===== src/rtl/bus_term_fifo.sv =====
// Show-ahead bus-terminating FIFO: agent writes, bus sees the head entry and pops it.
// Writes are dropped and counted while full, and a pop while empty sets a sticky flag.
module bus_term_fifo #(
    parameter int unsigned bits  = 16,
    parameter int unsigned depth = 8
) (
    input  logic                         clock,
    input  logic                         reset,
    input  logic                         wr_en,
    input  logic [bits-1:0]              wr_data,
    output logic                         full,
    output logic                         pndng,
    output logic [bits-1:0]              D_pop,
    input  logic                         pop,
    output logic [$clog2(depth+1)-1:0]   count,
    output logic [7:0]                   drop_cnt,
    output logic                         underflow
);

    localparam int unsigned PW = $clog2(depth);
    localparam int unsigned CW = $clog2(depth + 1);

    logic [bits-1:0] mem_q [depth];
    logic [PW-1:0]   rd_ptr_q, rd_ptr_d;
    logic [PW-1:0]   wr_ptr_q, wr_ptr_d;
    logic [CW-1:0]   count_q, count_d;
    logic [7:0]      drop_q, drop_d;
    logic            underflow_q, underflow_d;

    logic            pop_ok;
    logic            wr_ok;

    assign full      = (count_q == CW'(depth));
    assign pndng     = (count_q != '0);
    assign D_pop     = pndng ? mem_q[rd_ptr_q] : '0;
    assign count     = count_q;
    assign drop_cnt  = drop_q;
    assign underflow = underflow_q;

    // A pop frees a slot in the same cycle, so a write is accepted even when full.
    assign pop_ok = pop && pndng;
    assign wr_ok  = wr_en && (!full || pop_ok);

    always_comb begin
        rd_ptr_d    = rd_ptr_q;
        wr_ptr_d    = wr_ptr_q;
        count_d     = count_q;
        drop_d      = drop_q;
        underflow_d = underflow_q;

        if (pop_ok) begin
            rd_ptr_d = rd_ptr_q + PW'(1);
        end
        if (wr_ok) begin
            wr_ptr_d = wr_ptr_q + PW'(1);
        end

        case ({wr_ok, pop_ok})
            2'b10:   count_d = count_q + CW'(1);
            2'b01:   count_d = count_q - CW'(1);
            default: count_d = count_q;
        endcase

        if (wr_en && !wr_ok && (drop_q != 8'hFF)) begin
            drop_d = drop_q + 8'd1;
        end
        if (pop && !pndng) begin
            underflow_d = 1'b1;
        end
    end

    always_ff @(posedge clock or posedge reset) begin
        if (reset) begin
            rd_ptr_q    <= '0;
            wr_ptr_q    <= '0;
            count_q     <= '0;
            drop_q      <= '0;
            underflow_q <= 1'b0;
        end else begin
            rd_ptr_q    <= rd_ptr_d;
            wr_ptr_q    <= wr_ptr_d;
            count_q     <= count_d;
            drop_q      <= drop_d;
            underflow_q <= underflow_d;
        end
    end

    // Storage is not reset; gating on reset keeps inputs ignored while it is held.
    always_ff @(posedge clock) begin
        if (wr_ok && !reset) begin
            mem_q[wr_ptr_q] <= wr_data;
        end
    end

endmodule


===== config.mk =====
export PLATFORM = sky130hd
export DESIGN_NAME = bus_term_fifo
export DESIGN_NICKNAME = d
export VERILOG_FILES = /design/src/rtl/bus_term_fifo.sv
export SDC_FILE = /design/constraint.sdc
export NUM_CORES = 1
export LEC_CHECK = 0
export BUFFER_PORTS_ARGS = -buffer_cell sky130_fd_sc_hd__buf_2
export CAP_MARGIN = 20
export CORE_ASPECT_RATIO = 1.75
export CORE_UTILIZATION = 40
export DETAILED_ROUTE_END_ITERATION = 10
export GPL_ROUTABILITY_DRIVEN = 0
export PLACE_DENSITY = 0.62
export SYNTH_ARGS = -nofsm -noshare
export SYNTH_HDL_FRONTEND = slang
export SYNTH_SLANG_ARGS = --single-unit

===== constraint.sdc =====
create_clock -name clock -period 3.43 [get_ports clock]
set_clock_uncertainty 0.05 [all_clocks]
set_input_delay 0.686 -clock clock [delete_from_list [all_inputs] [get_ports clock]]
set_output_delay 0.686 -clock clock [all_outputs]
set_load 0.005 [all_outputs]

# Word-level counts from Yosys, hierarchy flattened
# Memories as Yosys holds them, arrays and structs flattened.
# Cells that the tools add are included.
[word_totals] out_inout_bits=31 inputBits=20 ff_bits=19 elab_cells=32 mem_count=1 mem_bits_rw=128 rom_bits=0 latch_bits=0
[memory_table] memory="mem_q" words=8 word_bits=16 read_ports=1 rd_ports_with_merged_regs=0 write_ports=1 line_no="23" rtl="logic [bits-1:0] mem_q [depth];"
[classes] muxes=4 n_lt_le_gt_ge=0 reduce_logical=13 n_addsub=5 n_eq_ne=4 multipliers=0 shifts=0 div_mod_pow=0 bitwise=0
[op_table] cell="$mux W16" n=1
[op_table] cell="$add A8 B1 Y8 const B" n=1
[op_table] cell="$ne A8 B8 Y1 const B" n=1
[op_table] cell="$pmux W4 S2" n=1
[op_table] cell="$add A3 B1 Y3 const B" n=2
[op_table] cell="$logic_and A1 B1 Y1" n=6
[op_table] cell="$add A4 B1 Y4 const B" n=1
[op_table] cell="$eq A4 B4 Y1 const B" n=1
[op_table] cell="$logic_not A1 Y1" n=4
[op_table] cell="$reduce_bool A4 Y1" n=1
[op_table] cell="$sub A4 B1 Y4 const B" n=1
[op_table] cell="$eq A2 B1 Y1 const B" n=1
[op_table] cell="$eq A2 B2 Y1 const B" n=1
[op_table] cell="$mux W1" n=2
[op_table] cell="$reduce_bool A2 Y1" n=1
[op_table] cell="$logic_or A1 B1 Y1" n=1

# Longest topological paths before layout
[depth] depth_word=7 ltp_mapped=11 depth_no_buf=10

# Worst setup path after synthesis
# No wires, ideal clock.
[synth_path] path_kind="input port to flip-flop" startpoint="input pop" endpoint="memory mem_q[0][0], enable pin" n_path_buf=1 arrival_ns=2.999 required_time_ns=2.944 slack_ns=-0.055 stages=4 setup_ns=0.436 path_cell_list="buf_6 -> and2b_1 -> a21o_1 -> nor4b_1"
[synth_between] elab_chain_len=6
[synth_rtl] item="from (decl)" line_no="14" rtl="input logic pop,"
[synth_rtl] item="$logic_and A1 B1 Y1" line_no="41" rtl="assign pop_ok = pop && pndng;"
[synth_rtl] item="$logic_or A1 B1 Y1" line_no="42" rtl="assign wr_ok = wr_en && (!full || pop_ok);"
[synth_rtl] item="$logic_and A1 B1 Y1" line_no="42"
[synth_rtl] item="$logic_and A1 B1 Y1" line_no="90" rtl="if (wr_ok && !reset) begin"
[synth_rtl] item="$mux W1" line_no="90"
[synth_rtl] item="$mux W1 (implied by the code)" line_no="91" rtl="mem_q[wr_ptr_q] <= wr_data;"
[synth_rtl] item="to (decl)" line_no="23"
# Every way passes these cells.

# Worst setup path in the final report
[layout_path] startpoint="register rd_ptr_q[0]" endpoint="output D_pop[9]"
[layout_between] elab_chain_len=2
[layout_rtl] item="from (decl)" line_no="24" rtl="logic [PW-1:0] rd_ptr_q, rd_ptr_d;"
[layout_rtl] item="from (signal assigned)" line_no="80" rtl="rd_ptr_q <= rd_ptr_d;"
[layout_rtl] item="$mem_v2 Z8 W16"
[layout_rtl] item="$mux W16" line_no="35" rtl="assign D_pop = pndng ? mem_q[rd_ptr_q] : '0;"
[layout_rtl] item="to (decl)" line_no="13" rtl="output logic [bits-1:0] D_pop,"
# Every way passes these cells.

==> results_dict.tcl <==
set metrics [dict create \
    synth_area_leaders "edfxtp_1, mux4_2, dfrtp_1" \
    ctsResizeCount 0 \
    hpwl_mm 6.78 \
    grt_max_degree 35 \
    synth_top_cell_by_area "edfxtp_1" \
    synth_nets 341 \
    ctsHoldBuffers 0 \
    outcome "complete, no violations" \
    max-cap-violations 0 \
    synth.top_cell.area_share 0.641 \
    drc_errors 0 \
    grt_pass1_wl_mm 17.3 \
    finalWorstSetupSlack_ps 381 \
    post_cts_buffers 0 \
    htree_levels 4 \
    hold_path_class "in -> async" \
    insertion_delay_ps 410 \
    area_growth_pct 18.5 \
    cts_made_buffers 17 \
    synth_area_sq_um 6000 \
    cp.arrival_ps 2310 \
    rsz0062_at_grt "no" \
    antenna_found_initial 0 \
    viasPerCell 5.38 \
    cts_buffer_depth 2 \
    power_density_nw_per_um2 806 \
    critPathCaptureType "output port" \
    synth_warnings 0 \
    die-area_sq_um 15500 \
    start_util 0.413 \
    p_leak_nw 2.57 \
    fp.coreArea_sq_um 14500 \
    grt_pass1_vias 3149 \
    clk_pin_slew_ps 60 \
    cp-start-kind "flip-flop" \
    finalSetupViolCount 0 \
    crit_type "reg -> out" \
    required_ps 2690 \
    die_w_um 94.6 \
    nNetsFinal 409 \
    grt_usage 0.158 \
    dp_worst_setup_slack_ps 699 \
    wl_per_cell_um 19.4 \
    synth_cell_types 49 \
    min_period_over_period 0.889 \
    layout-drive-gt1-share 0.355 \
    num_antenna_cells 0 \
    num_rows 58 \
    port_buffers 50 \
    drtIter0Drc 174 \
    fin_crit_ps 3050 \
    overflow 0 \
    final_common_cell "edfxtp_1" \
    synth-seq-cells 147 \
    die_h_um 164 \
    synth.avg_cell_area_sq_um 19.0 \
    crit_fanout 15 \
    ioPinCount 51 \
    mostFrequentLayoutCells "edfxtp_1, buf_2, mux4_2, nor2_1" \
    cts-root-buf "clkbuf_16" \
    hold_violations 0 \
    drv_slew 0 \
    via_count 3087 \
    finalSetupTns_ps 0 \
    cts_tree "done" \
    drt-total-wl_mm 11.2 \
    ant_nets 0 \
    ir_drop_mv 0.327 \
    max-slew-margin-rel 0.423 \
    nFillCells 1242 \
    cts_num_sinks 147 \
    dr.pass1.iters 4 \
    yosysSeqAreaShare 0.720 \
    worst_slew_pin_slew_ps 866 \
    syn_inst 315 \
    fmax_ghz 0.328 \
]
[layout make-up]
| type | count | area, sq um | area share |
|---|---|---|---|
| sequential | 147 | 4320 | 0.608 |
| multi-input combinational | 147 | 1590 | 0.224 |
| clock buffer | 18 | 429 | 0.0604 |
| timing repair buffer | 64 | 355 | 0.0500 |
| tap | 180 | 225 | 0.0317 |
| clock inverter | 12 | 158 | 0.0222 |
| inverter | 6 | 22.5 | 0.00317 |
[power by group]
group	internal (mW)	leakage (nW)	switching [mW]
registers	2.15	1.39	0.285
logic	0.814	0.898	0.665
clock network	1.14	0.280	0.681
[final timing paths]
| check | from | end | slack [ps] | cells after the start |
|---|---|---|---|---|
| worst max-delay path | rd_ptr_q[0] | D_pop[9] | 380 | 5 |
| max in group asynchronous | reset | rd_ptr_q[0] | 2810 | 3 |
| worst max register to register | count[2] | count[3] | 700 | 10 |
| worst min-delay path | reset | drop_cnt[7] | 290 | 3 |
| min in group clock | underflow | underflow | 410 | 1 |
| worst min register to register | underflow | underflow | 410 | 1 |
[Yosys cell counts (all sizes together)]
master     n
o21ai      1
ha         5
inv        6
o2111ai    1
fa         1
nand3      6
mux4      32
a31oi      2
and4       1
or3        2
edfxtp   128
clkbuf     5
nand2b     1
nor4       1
mux2       5
nor2      25
o211ai     1
nor4b      1
and3       3
dfrtp     19
nand4      4
xor2       2
a41oi      1
a21o       2
xnor2      9
o22ai      1
a21oi      2
a311o      1
and2       2
nor3       3
mux2i     17
nand2     11
nor2b      1
and2b      1
a211oi     1
nor3b      1
buf       10
[sequential cells by signal (all words and copies together), names as in the netlist]
name,count
drop_cnt,8
rd_ptr_q,3
wr_ptr_q,3
count,4
mem_q,128
underflow,1
[per-stage QoR]
stage	hold slack, ps	utilization	std cells	instance area, sq um	total power, mW
after floorplan	401	-	315	6000	3.45
after global placement	398	0.449	544	6520	3.95
after detailed placement	400	0.449	544	6520	3.99
after CTS	286	0.490	574	7110	5.82
after global routing	314	0.490	574	7110	6.03
final	288	0.490	574	7110	5.73
[layer usage]
metal | GRT usage | vias to the layer above | wire [um]
met5 | 0 | - | 0
met4 | 0.0744 | 0 | 171
met3 | 0.0394 | 14 | 531
met2 | 0.263 | 93 | 5910
met1 | 0.191 | 1585 | 4540
li1 | - | 1395 | -
[logic make-up after synthesis]
kind of cell	count (synthesis)	synth area share
flops	147	0.720
simple gates	63	0.0536
mux	54	0.159
buf+inv	21	0.0184
compound gates	13	0.0188
xor+xnor	11	0.0161
fa+ha+maj	6	0.0138
[critical path, cell delays in order, from the launching register on]
cell     delay (ps)
dfrtp_2         670
buf_4           360
mux4_2          530
mux2i_1         150
nor2_1           70
buf_2           130
(Power assumes the default switching activity.)
